### config.mk
export PLATFORM = sky130hd
export DESIGN_NAME = uart_rxfifo
export DESIGN_NICKNAME = d
export VERILOG_FILES = /design/src/rtl/uart_rxfifo.sv
export SDC_FILE = /design/constraint.sdc
export NUM_CORES = 1
export LEC_CHECK = 0
export ABC_AREA = 1
export CAP_MARGIN = 15
export CORE_MARGIN = 10
export CORE_UTILIZATION = 48
export DETAILED_ROUTE_END_ITERATION = 7
export PLACE_DENSITY_LB_ADDON = 0.12
export SYNTH_ARGS = -nofsm -noshare
export SYNTH_HDL_FRONTEND = slang
export SYNTH_SLANG_ARGS = --single-unit
### constraint.sdc
create_clock -name clock -period 3.1 [get_ports clock]
set_clock_uncertainty 0.05 [all_clocks]
set_input_delay 0.62 -clock clock [delete_from_list [all_inputs] [get_ports clock]]
set_output_delay 0.62 -clock clock [all_outputs]
set_load 0.02 [all_outputs]
### src/rtl/uart_rxfifo.sv
// Receive FIFO for the 6402-style UART: show-ahead byte queue with overrun
// flag, trigger-level interrupt and a character timeout paced by the 16x baud tick.
module uart_rxfifo #(
   parameter int DEPTH         = 16,
   parameter int TRIG          = 8,
   parameter int TIMEOUT_TICKS = 640
) (
   input  logic                   clock,
   input  logic                   reset_n,
   input  logic                   clear,
   input  logic                   baudclk,
   input  logic                   rxdone,
   input  logic [7:0]             rxdata,
   output logic [7:0]             rbr,
   output logic                   dr,
   input  logic                   drr,
   output logic                   oe,
   output logic                   full,
   output logic [$clog2(DEPTH):0] count,
   output logic                   timeout,
   output logic                   rxint
);

   localparam int AW = $clog2(DEPTH);
   localparam int CW = AW + 1;
   localparam int TW = (TIMEOUT_TICKS > 1) ? $clog2(TIMEOUT_TICKS) : 1;
   localparam logic [CW-1:0] DEPTH_C = CW'(DEPTH);
   localparam logic [CW-1:0] TRIG_C  = CW'(TRIG);
   localparam logic [TW-1:0] TMAX_C  = TW'(TIMEOUT_TICKS - 1);

   logic [7:0]    mem_r [DEPTH];
   logic [AW-1:0] wr_ptr_r;
   logic [AW-1:0] rd_ptr_r;
   logic [CW-1:0] count_r;
   logic [TW-1:0] timer_r;
   logic          oe_r;
   logic          timeout_r;
   logic          full_s;
   logic          empty_s;
   logic          push_s;
   logic          pop_s;
   logic          overrun_s;

   // Transfer decode; a pop at full frees the slot the concurrent push needs.
   always_comb begin
      full_s    = (count_r == DEPTH_C);
      empty_s   = (count_r == {CW{1'b0}});
      push_s    = rxdone & (~full_s | drr);
      pop_s     = drr & ~empty_s;
      overrun_s = rxdone & full_s & ~drr;
   end

   // Storage array, deliberately not reset.
   always_ff @(posedge clock) begin
      if (push_s && !clear) begin
         mem_r[wr_ptr_r] <= rxdata;
      end
   end

   // Pointers, fill count, overrun flag and character-timeout timer.
   always_ff @(posedge clock or negedge reset_n) begin
      if (!reset_n) begin
         wr_ptr_r  <= {AW{1'b0}};
         rd_ptr_r  <= {AW{1'b0}};
         count_r   <= {CW{1'b0}};
         timer_r   <= {TW{1'b0}};
         oe_r      <= 1'b0;
         timeout_r <= 1'b0;
      end else if (clear) begin
         wr_ptr_r  <= {AW{1'b0}};
         rd_ptr_r  <= {AW{1'b0}};
         count_r   <= {CW{1'b0}};
         timer_r   <= {TW{1'b0}};
         oe_r      <= overrun_s;
         timeout_r <= 1'b0;
      end else begin
         if (push_s) begin
            wr_ptr_r <= wr_ptr_r + AW'(1);
         end
         if (pop_s) begin
            rd_ptr_r <= rd_ptr_r + AW'(1);
         end
         case ({push_s, pop_s})
            2'b10:   count_r <= count_r + CW'(1);
            2'b01:   count_r <= count_r - CW'(1);
            default: count_r <= count_r;
         endcase
         if (overrun_s) begin
            oe_r <= 1'b1;
         end else if (drr) begin
            oe_r <= 1'b0;
         end
         // Timer runs only while data sits untouched; it parks at its last value.
         if (push_s || pop_s) begin
            timer_r   <= {TW{1'b0}};
            timeout_r <= 1'b0;
         end else if (empty_s) begin
            timer_r <= {TW{1'b0}};
         end else if (baudclk) begin
            if (timer_r == TMAX_C) begin
               timeout_r <= 1'b1;
            end else begin
               timer_r <= timer_r + TW'(1);
            end
         end
      end
   end

   // Output decode, from registers only.
   always_comb begin
      if (empty_s) begin
         rbr = 8'h00;
      end else begin
         rbr = mem_r[rd_ptr_r];
      end
      dr      = ~empty_s;
      full    = full_s;
      count   = count_r;
      oe      = oe_r;
      timeout = timeout_r;
      rxint   = (count_r >= TRIG_C) | timeout_r;
   end

endmodule

# After elaboration in Yosys (flattened, before gate mapping)
# Memories as Yosys holds them, arrays and structs flattened.
# Index checks and enable logic that the tools add are counted.
dict set report word_totals {
  word_cells 63
  ramBits 128
  reg_bits 25
  mem_count 1
  out_inout_bits 18
  in_bits 14
}
dict set report classes {
  n_eq_ne 6
  n_mux 22
  bitwise_logic 9
  n_addsub 5
  n_reduce_logical 13
  magnitude_cmp 1
}
# name words width rd rd_ports_with_merged_regs wr line
set mem_list {}
lappend mem_list {mem_r 16 8 1 0 1 31} ;# logic [7:0] mem_r [DEPTH];
# op n
set op_table {}
lappend op_table {{$mux W10} 5}
lappend op_table {{$mux W4} 4}
lappend op_table {{$reduce_bool A3 Y1} 4}
lappend op_table {{$add A10 B1 Y10 const B} 1}
lappend op_table {{$eq A10 B10 Y1 const B} 1}
lappend op_table {{$mux W1} 10}
lappend op_table {{$pmux W5 S2} 1}
lappend op_table {{$add A4 B1 Y4 const B} 2}
lappend op_table {{$mux W8} 1}
lappend op_table {{$add A5 B1 Y5 const B} 1}
lappend op_table {{$eq A5 B5 Y1 const B} 1}
lappend op_table {{$ge A5 B4 Y1 const B} 1}
lappend op_table {{$logic_not A5 Y1} 1}
lappend op_table {{$mux W5} 1}
lappend op_table {{$sub A5 B1 Y5 const B} 1}
lappend op_table {{$and A1 B1 Y1} 4}
lappend op_table {{$ne A4 B4 Y1 const B} 1}
lappend op_table {{$reduce_bool A2 Y1} 2}
lappend op_table {{$reduce_bool A4 Y1} 1}
lappend op_table {{$ne A3 B2 Y1 const B} 1}
lappend op_table {{$not A1 Y1} 3}
lappend op_table {{$reduce_and A3 Y1} 1}
lappend op_table {{$eq A2 B1 Y1 const B} 1}
lappend op_table {{$eq A2 B2 Y1 const B} 1}
lappend op_table {{5 further kinds} 6}

# Longest topological paths before layout
# Gate-level depths: netlist (run 1).
dict set report logic_depth {
  depth_word 7
  mapped_depth 14
  mapped_depth_nobuf 14
}

# Least setup slack after synthesis (run 1)
# Ideal clock, no wire load.
dict set report synth_timing {
  path_kind {flip-flop to output port}
  start {register rd_ptr_r[0]}
  end {output port rbr[0]}
  path_stages_with_launch 8
  path_buffers 2
  t_required_ns 2.430
  t_arrival_ns 1.518
  path_slack_ns 0.912
  path_cell_list {dfrtp_1 -> buf_2 -> clkinv_1 -> clkbuf_1 -> nor2_1 -> o221ai_1 -> nand3_1 -> a21oi_1}
}
dict set report synth_between {
  elab_chain_len 2
}
# element line
set synth_rtl {}
lappend synth_rtl {{start: declaration} 33} ;# logic [AW-1:0] rd_ptr_r;
lappend synth_rtl {{start signal: assignment} 64} ;# rd_ptr_r <= {AW{1'b0}};
lappend synth_rtl {{start signal: assignment} 71} ;# rd_ptr_r <= {AW{1'b0}};
lappend synth_rtl {{start signal: assignment} 81} ;# rd_ptr_r <= rd_ptr_r + AW'(1);
lappend synth_rtl {{$mem_v2 Z16 W8} -}
lappend synth_rtl {{$mux W8} 111} ;# if (empty_s) begin
lappend synth_rtl {{end: declaration} 14} ;# output logic [7:0] rbr,
# Every way passes these cells.

# Worst setup path in the final report (run 1)
dict set report layout_timing {
  start {register rd_ptr_r[0]}
  end {output port rbr[3]}
}
# The elaborated chain is that of the path after synthesis.

==> results.md, run 1 <==
* Status: complete, no violations
* Tcrit/Tclk final at a little over nine tenths
* Most frequent cells in the layout: 128 x edfxtp_1, 100 x nor2_1, 77 x o21ai_0, 49 x nand2_1, 36 x inv_1
* Share of cells above drive strength 1 at 14.4%
* Yosys top cell area share at about three fifths
* Post-layout net count at 655
* Slew headroom at 52.6%
* Final min period at 2.97 ns
* Total clock sinks at 153
* Final Setup Violations at 0
* CTS buffer count at 17
* Ranking of synthesized cells by area: edfxtp_1 58%, dfrtp_1 9.5%, o21ai_0 5.9%, nor2_1 5.7%, nand2_1 2.8%
* Clock share of power at roughly 33%
* CTS max path bufs at 2
* GPL Wtd Cong at 0.823
* Worst-margin pin slew at 0.709 ns
* Post-DP HPWL at 9620 um
* Crit path top cell by count: a21oi_1
* Initial core utilization at about half
* Syn Std Cell Area at 6610 um^2
* Maximum clock rate at between 300 and 400 MHz
* Total core area at 13300 um^2
* PwrDens at approximately 800 nW/um^2
* CP max FO at 19
* CTS tree: built
* Register share of total power at 37.7%
* CP Buf/Inv Count at 2
* Cells after Synth at roughly 580
* Post-Route WL at between 10000 and 15000 um
* Drt wl/cell at approximately 18 um
* Slowest-stage cell, CP: dfrtp_2
* First-pass GRT wire length at roughly 24000 um
* Setup repair after global routing missed its margin: no
* Chip height at ~140 um
* All-Layer GR Usage at about 17%
* Worst-path clk slew at 0.06 ns
* Setup CP Type: reg2out
* Vias at about 4.5k
* Cell Area, Placed at between 7000 and 8000 um^2
* CP Launch Type: register
* DR vias/cell at 5.52
* Cell type group with the largest total delay on the critical path: compound AO/OA/AOI/OAI gates
* I/O pins at 32
* Slew Viols, Final at 0
* VDD IR-drop max at approximately 0.0004 V
* FF+latch count, synth at approximately 150
* Internal power at ~4200 uW
* IO buf count at 31
* Req. time, crit path at between 2 and 2.5 ns
* Design area at 7910 um^2
* # diodes at 0
* CP max stage delay at ~0.43 ns
* Worst Hold Class: reg2reg
* GRT Residual Overflow at 0
* Setup TNS Final at 0 ns
* DIE AREA at 18900 um^2
* Htree depth at 4
* Max-cap violations at 0
* CTS root buf: clkbuf_16
* Residual DRC at 0
* Post-synthesis sequential area ratio at 67.6%
* Final Hold Fails at 0
* Most common cell after layout, fill and taps aside: edfxtp_1
* Largest net degree at the start of global routing at 55
* Vias in the first global route at 4431
* WP data arrival at roughly 2.3 ns
* Cell variety after synth at 36
* Die X at 137 um
* Critical path endpoint category: primary output
* DRT iter0 DRCs at approximately 400
* Gate power share at between 20% and 30%
* Area growth, synth to finish at 19.6%
* Avg Synthesized Cell Area at around 11 um^2
* Synth area leader: edfxtp_1
* Net Sw Frac at ~33%
* Syn_nets at about 600
* DRT Pass-1 Iters at 5
* Initial antenna violation count at 0
* Skew-Pair Late Insertion Delay at around 0.42 ns
* Sw Pwr at around 2100 uW
* Rows at 42
* Synth warn at 0
* Leakage at 0.00286 uW
* ANT nets after route at 0
* Critical-path cell list: buf_4, o21ai_0, a21oi_1, a21oi_1, o21ai_0, a21oi_1, dlygate4sd2_1
==> cell type report <==
type                    instances  area [um^2]
clock buffers                  17          425
clock inverters                15          176
fillers                      1090         5440
inverters                      40          159
multi-input cells             358         1890
flip-flops and latches        153         4470
well taps                     176          220
repair buffers                 63          572
==> per-stage QoR <==
step | total power, uW | worst slack [ns] | hold slack (ns) | std cells | util, %
after floorplan | 3580 | 0.912 | 0.274 | 576 | -
after global placement | 4260 | 0.230 | 0.441 | 787 | 54.5
after detailed placement | 4290 | 0.204 | 0.451 | 787 | 54.5
after CTS | 6300 | 0.0950 | 0.465 | 819 | 59.0
after global routing | 6630 | 0.0100 | 0.485 | 822 | 59.3
final | 6310 | 0.130 | 0.459 | 822 | 59.3
==> sequential cells by signal, summed over array words and instances, names as in the netlist <==
register	cells
count	5
mem_r	128
wr_ptr_r	4
oe	1
timer_r	10
rd_ptr_r	4
timeout	1
==> per-layer routing <==
metal / track usage, % / wire length, um
met1: 21.6 / 6660
met2: 26.7 / 7290
met3: 4.70 / 880
met4: 4.74 / 160
met5: 0 / 0
==> cell usage after synthesis, drive strengths merged <==
| cell type | number |
|---|---|
| nand2 | 57 |
| o21a | 2 |
| dfrtp | 25 |
| o22ai | 6 |
| nor2 | 105 |
| nand3b | 1 |
| a211oi | 1 |
| o221ai | 21 |
| xnor2 | 2 |
| nor3 | 6 |
| ha | 8 |
| nand4 | 9 |
| o211ai | 1 |
| nand3 | 26 |
| clkinv | 2 |
| a21boi | 1 |
| inv | 38 |
| o21ai | 83 |
| edfxtp | 128 |
| clkbuf | 17 |
| or3 | 1 |
| a21oi | 28 |
| buf | 8 |
==> power groups by stage <==
stage | Sequential (uW) | Clock (uW) | Combinational (uW)
after floorplan | 2420 | 0 | 1160
after global placement | 2410 | 0 | 1850
after detailed placement | 2420 | 0 | 1870
after CTS | 2380 | 2110 | 1820
after global routing | 2390 | 2210 | 2040
final | 2380 | 2070 | 1850
==> worst reg2reg max path, delay by kind of cell, from the launching register on <==
family	cells	cell delay, ns
AND/OR/NAND/NOR	7	0.75
flip-flops	1	0.44
buffers and inverters	3	0.37
adder cells (fa/ha/maj)	1	0.31
==> final timing paths <==
kind	startpoint	end	slack, ns	cells after the start
hold reg to reg	timeout	timeout	0.46	1
setup reg to reg	count[4]	count[4]	1.07	11
setup / recovery	rd_ptr_r[0]	rbr[3]	0.13	7
hold / removal	timeout	timeout	0.46	1
max in group asynchronous	reset_n	rd_ptr_r[1]	2.19	2
min in group asynchronous	reset_n	timer_r[5]	0.52	2
==> cell families (layout without fill, tap and decap cells) <==
| family | Yosys count | in the layout | share of synthesized area (%) |
|---|---|---|---|
| and+or+nand+nor | 205 | 205 | 14.0 |
| DFF | 153 | 153 | 67.6 |
| AOI/OAI and AO/OA | 143 | 143 | 12.8 |
| buffers and inverters | 65 | 135 | 3.90 |
| adders and majority gates | 8 | 8 | 1.51 |
| xor gates and xnor gates | 2 | 2 | 0.265 |
==> repair_timing <==
action                                  4_1_cts  5_1_grt
gates cloned                                  0        1
pin swaps                                     0        0
endpoints found under the setup margin        8        5
resized for setup                            10        5
buffers inserted                              0        2
hold buffers                                  0        0
Note: power is estimated with default switching activity, not from simulation.
==> run 2, diff against run 1 <==
- CTS_CLUSTER_SIZE: default -> 25
==> results of run 2 <==
Same layout as run 1: the final DEF is identical, and so are final timing and power.
